$ cat src/rtl/vga_timing_gen.sv
// -----------------------------------------------------------------------------
// vga_timing_gen
//   Raster timing source for the TinyVGA output path. Produces 640x480@60 Hz
//   (by default) sync, blanking and pixel coordinates from one clock, plus
//   line/frame strobes and a frame counter for motion timing.
//
//   Optional feature macro: VGA_PIXDIV_EN
//     defined   : internal toggle register produces a pixel enable every
//                 other clock (50 MHz boards). All timing outputs hold for
//                 both clocks of a pixel period.
//     undefined : one pixel per clock, o_pix_en tied high.
//
// Ports
//   i_clk          sole clock
//   i_reset        asynchronous, active-high reset
//   o_hsync        horizontal sync, active low
//   o_vsync        vertical sync, active low
//   o_display_on   high inside the visible area
//   o_hpos         current pixel column, 0..H_TOTAL-1
//   o_vpos         current line, 0..V_TOTAL-1
//   o_line_start   high for the pixel period with hpos==0 (not the first after reset)
//   o_frame_start  high for the pixel period at (0,0) (not the first after reset)
//   o_frame_count  frames completed since reset, modulo 256
//   o_pix_en       high on clocks where the counters advance at the next edge
// -----------------------------------------------------------------------------
module vga_timing_gen #(
   parameter int H_VIS  = 640,
   parameter int H_FP   = 16,
   parameter int H_SYNC = 96,
   parameter int H_BP   = 48,
   parameter int V_VIS  = 480,
   parameter int V_FP   = 10,
   parameter int V_SYNC = 2,
   parameter int V_BP   = 33
) (
   input  logic       i_clk,
   input  logic       i_reset,
   output logic       o_hsync,
   output logic       o_vsync,
   output logic       o_display_on,
   output logic [9:0] o_hpos,
   output logic [9:0] o_vpos,
   output logic       o_line_start,
   output logic       o_frame_start,
   output logic [7:0] o_frame_count,
   output logic       o_pix_en
);

   localparam int H_TOTAL = H_VIS + H_FP + H_SYNC + H_BP;
   localparam int V_TOTAL = V_VIS + V_FP + V_SYNC + V_BP;

   localparam logic [9:0] H_LAST   = 10'(H_TOTAL - 1);
   localparam logic [9:0] V_LAST   = 10'(V_TOTAL - 1);
   localparam logic [9:0] H_VIS_W  = 10'(H_VIS);
   localparam logic [9:0] V_VIS_W  = 10'(V_VIS);
   localparam logic [9:0] HS_START = 10'(H_VIS + H_FP);
   localparam logic [9:0] HS_END   = 10'(H_VIS + H_FP + H_SYNC);
   localparam logic [9:0] VS_START = 10'(V_VIS + V_FP);
   localparam logic [9:0] VS_END   = 10'(V_VIS + V_FP + V_SYNC);

   logic       w_adv;
   logic       w_h_wrap;
   logic       w_v_wrap;
   logic       w_frame_wrap;
   logic [9:0] w_hpos_nxt;
   logic [9:0] w_vpos_nxt;

   logic       r_hsync;
   logic       r_vsync;
   logic       r_display_on;
   logic [9:0] r_hpos;
   logic [9:0] r_vpos;
   logic       r_line_start;
   logic       r_frame_start;
   logic [7:0] r_frame_count;

`ifdef VGA_PIXDIV_EN
   // Divide-by-2 pixel enable. Resets low so the first edge after release
   // only raises it; the counters first move on the second edge.
   logic r_pix_en;

   always_ff @(posedge i_clk or posedge i_reset) begin
      if (i_reset) r_pix_en <= 1'b0;
      else         r_pix_en <= ~r_pix_en;
   end

   assign w_adv    = r_pix_en;
   assign o_pix_en = r_pix_en;
`else
   assign w_adv    = 1'b1;
   assign o_pix_en = 1'b1;
`endif

   assign w_h_wrap     = (r_hpos == H_LAST);
   assign w_v_wrap     = (r_vpos == V_LAST);
   assign w_frame_wrap = w_h_wrap & w_v_wrap;

   assign w_hpos_nxt = w_h_wrap ? 10'd0 : r_hpos + 10'd1;
   assign w_vpos_nxt = w_h_wrap ? (w_v_wrap ? 10'd0 : r_vpos + 10'd1) : r_vpos;

   // Sync, blanking and strobes are decoded from the next counter values so
   // that every registered output describes the same pixel as hpos/vpos.
   always_ff @(posedge i_clk or posedge i_reset) begin
      if (i_reset) begin
         r_hpos        <= 10'd0;
         r_vpos        <= 10'd0;
         r_hsync       <= 1'b1;
         r_vsync       <= 1'b1;
         r_display_on  <= 1'b1;
         r_line_start  <= 1'b0;
         r_frame_start <= 1'b0;
         r_frame_count <= 8'd0;
      end else if (w_adv) begin
         r_hpos        <= w_hpos_nxt;
         r_vpos        <= w_vpos_nxt;
         r_hsync       <= ~((w_hpos_nxt >= HS_START) && (w_hpos_nxt < HS_END));
         r_vsync       <= ~((w_vpos_nxt >= VS_START) && (w_vpos_nxt < VS_END));
         r_display_on  <= (w_hpos_nxt < H_VIS_W) && (w_vpos_nxt < V_VIS_W);
         r_line_start  <= w_h_wrap;
         r_frame_start <= w_frame_wrap;
         if (w_frame_wrap) r_frame_count <= r_frame_count + 8'd1;
      end
   end

   assign o_hsync       = r_hsync;
   assign o_vsync       = r_vsync;
   assign o_display_on  = r_display_on;
   assign o_hpos        = r_hpos;
   assign o_vpos        = r_vpos;
   assign o_line_start  = r_line_start;
   assign o_frame_start = r_frame_start;
   assign o_frame_count = r_frame_count;

endmodule

$ cat config.mk
export PLATFORM = sky130hd
export DESIGN_NAME = vga_timing_gen
export DESIGN_NICKNAME = d
export VERILOG_FILES = /design/src/rtl/vga_timing_gen.sv
export SDC_FILE = /design/constraint.sdc
export NUM_CORES = 1
export LEC_CHECK = 0
export CAP_MARGIN = 10
export CORE_UTILIZATION = 45
export CTS_CLUSTER_DIAMETER = 80
export DETAILED_ROUTE_END_ITERATION = 12
export PLACE_DENSITY = 0.8
export SLEW_MARGIN = 10
export SYNTH_ARGS = -nofsm -noshare
export SYNTH_HDL_FRONTEND = slang
export SYNTH_SLANG_ARGS = --single-unit
export TNS_END_PERCENT = 5
$ cat constraint.sdc
create_clock -name i_clk -period 2.1 [get_ports i_clk]
set_input_delay 0.315 -clock i_clk [delete_from_list [all_inputs] [get_ports i_clk]]
set_output_delay 0.315 -clock i_clk [all_outputs]
set_load 0.005 [all_outputs]
==> results.cfg <==
[floorplanning]
coreArea_sq_um = 3420
io_pins = 36
die_area_sq_um = 3870
start_util_pct = 47.8
die_h_microns = 62.2
rows = 21
die_w_microns = 62.2

[timing]
fin_crit_sh_pct = 100
final-hold-violation-count = 0
rsz0062_at_grt = true
clock_skew_ns = 0.0124
hold_ws_ns = 0.356
max_freq_ghz = 0.475
setup_ws_ns = -0.00360
maxSlewViolCount = 0
setup_violations = 1
period_needed_ns = 2.10

[route]
wire_per_inst_microns = 14.4
routed_wl_microns = 3820
num_vias = 1421
vias_per_cell = 5.34
ant_nets = 0
drt_iter0_markers = 60
route.detailed.drc = 0
firstDrtPassIters = 4

[synth]
netlist_area_sq_um = 1630
synth_seq_cells = 33
synth_edf_count = 0
synth-xor-area-share_pct = 9.13
synth-simple-area-share_pct = 23.8
async_flop_share_pct = 100
avgSynthCellArea_sq_um = 10.7
synth.area.mux_share_pct = 0.690
synth-compound-area-share_pct = 8.59
synth_warnings = 0
ys_seq_area_share_pct = 50.8
synth-main-ff-cell = dfrtp_1
synth_top_family_by_area = simple AND/OR/NAND/NOR gates
synthTopCellsByArea = dfrtp_1 46%, xnor2_1 6.4%, dfstp_2 4.8%, o21ai_0 4.0%, ha_1 3.8%
synth_nets = 159
syn_inst = 152
synth_area_leader_cell = dfrtp_1
synthAdderAreaFrac_pct = 3.83
synth_top_area_share_pct = 46.0
synth.distinct_cells = 42

[outcome]
status = finished, violations left
failed_checks = setup timing

[hold_path]
hold_class = in2async

[cells_and_area]
fillers = 274
fin_area_sq_um = 2340
areaGrowthSynthToFinish_pct = 43.6
nNetsFinal = 226
layout-drive-gt1-share_pct = 26.8
antenna-diode-count = 0

[cts]
hold_buffers = 0
cts.sinks = 33
clk_latency_ns = 0.34
clkTransAtPathRegs_ns = 0.10
cts_buffer_depth = 2
cts-root-buf = clkbuf_4
cts_tree = yes
cts_htree_levels = 2
cts_inserted_buffers = 5

[power]
peakVddDrop_mv = 0.210
power_density_nw_per_um2 = 452
leakagePower_nw = 1.08

[place]
post-dp-hpwl_microns = 2760
gp_congestion = 0.902
io_buffers = 34
dpl_cell_area_sq_um = 2200

[critical_path]
endpoint_kind = register
arrival_ns = 2.36
cp.required_ns = 2.36
crit_type = reg2reg
cp-start-kind = register
path_max_fanout = 4

[grt]
overflow = 0
grt_pass1_wl_microns = 6530
grt_max_degree = 34
track_usage_pct = 21.5
grt_pass1_vias = 1442
antenna_found_initial = 0

[flow_run]
max_cap_violations = 0
[where the power goes]
| part | leakage (nW) | internal [mW] | total (mW) | switching [mW] |
|---|---|---|---|---|
| Clock | 0.0413 | 0.194 | 0.408 | 0.214 |
| Sequential | 0.434 | 0.635 | 0.635 | 0 |
| Combinational | 0.603 | 0.00298 | 0.0152 | 0.0122 |
[state kept, by name, summed over array words and instances (netlist names)]
name	cells
o_hpos	10
o_vpos	10
o_frame_count	8
o_display_on	1
o_frame_start	1
o_hsync	1
o_line_start	1
o_vsync	1
[layer usage]
metal  part of all wire (%)  vias up  GRT usage (%)
li1                       -      676              -
met1                     40      674           23.8
met3                    4.2       18           4.60
met2                     52       53           38.7
met5                      0        -              0
met4                    4.2        0           10.5
[critical path, cell delays in order (launching register included)]
cell     delay [ns]
dfrtp_2        0.40
ha_4           0.14
and4_4         0.22
nand3_4        0.10
inv_2          0.08
nand3_2        0.07
xor2_1         0.16
or4b_1         0.49
or3_1          0.39
[per-stage QoR]
step	std cells	worst slack, ns	setup TNS, ns	total power [mW]	utilization [%]
finish	266	-0.00360	-0.00360	1.06	68.6
CTS	261	-0.00172	-0.00172	1.07	66.8
detailed placement	252	-0.0261	-0.0261	0.664	64.5
floorplan	152	-0.0658	-0.0658	0.659	-
global route	266	-0.0847	-0.0847	1.12	68.6
global placement	252	0.0529	0	0.664	64.5
[timing repair]
action,in CTS,in global routing
pin swaps,1,5
endpoints found under the setup margin,1,1
buffers inserted,1,5
gates resized for setup,1,7
[cells in the mapped netlist (2+ instances only)]
| master | number |
|---|---|
| nor2b_1 | 2 |
| ha_1 | 5 |
| and2_1 | 2 |
| o21ai_0 | 13 |
| xor2_1 | 5 |
| inv_1 | 8 |
| nor2_1 | 8 |
| dfstp_2 | 3 |
| xnor2_1 | 12 |
| and3_1 | 4 |
| nand2_1 | 11 |
| nand2b_1 | 2 |
| dfrtp_1 | 30 |
| nand3_1 | 8 |
| and4_1 | 3 |
| nand4_1 | 7 |
| a21oi_1 | 2 |
| or3_1 | 2 |
| buf_2 | 2 |
[layout make-up]
class	count	area, sq um	share of cell area, %
tap	46	57.6	2.46
clock buffer	7	65.1	2.78
clock inverter	1	5.00	0.214
inverter	8	30.0	1.28
sequential	33	832	35.5
timing repair buffer	63	558	23.8
multi-input combinational	108	795	33.9
[cell usage in the layout, fill, tap and decap left out, types with 3 or more instances in the layout]
cell | Yosys | routed
nand3_1 | 8 | 6
dfstp_2 | 3 | 3
clkdlybuf4s50_1 | 0 | 34
buf_4 | 1 | 29
nand4_1 | 7 | 7
xnor2_1 | 12 | 11
nand2_1 | 11 | 11
o21ai_0 | 13 | 12
xor2_1 | 5 | 5
dfrtp_1 | 30 | 28
ha_1 | 5 | 4
clkbuf_4 | 0 | 5
nor2_1 | 8 | 7
and3_1 | 4 | 4
inv_1 | 8 | 7
[worst paths after layout]
kind	endpoint	cells after the start	from	slack, ns
max	o_vsync	8	o_hpos[0]	-0.004
min	o_frame_count[4]	3	i_reset	0.36
max reg2reg	o_vsync	8	o_hpos[0]	-0.004
min reg2reg	o_frame_count[7]	1	o_frame_count[7]	0.49
max in group asynchronous	o_vsync	3	i_reset	1.42
min in group i_clk	o_frame_count[7]	1	o_frame_count[7]	0.49
[cells by family after synthesis]
| kind of cell | count (synthesis) |
|---|---|
| compound gates | 23 |
| mux | 1 |
| other cells | 1 |
| buf+inv | 11 |
| fa+ha+maj | 5 |
| flops | 33 |
| simple gates | 61 |
| xor+xnor | 17 |
No activity file was read; power rests on OpenSTA's default activity.
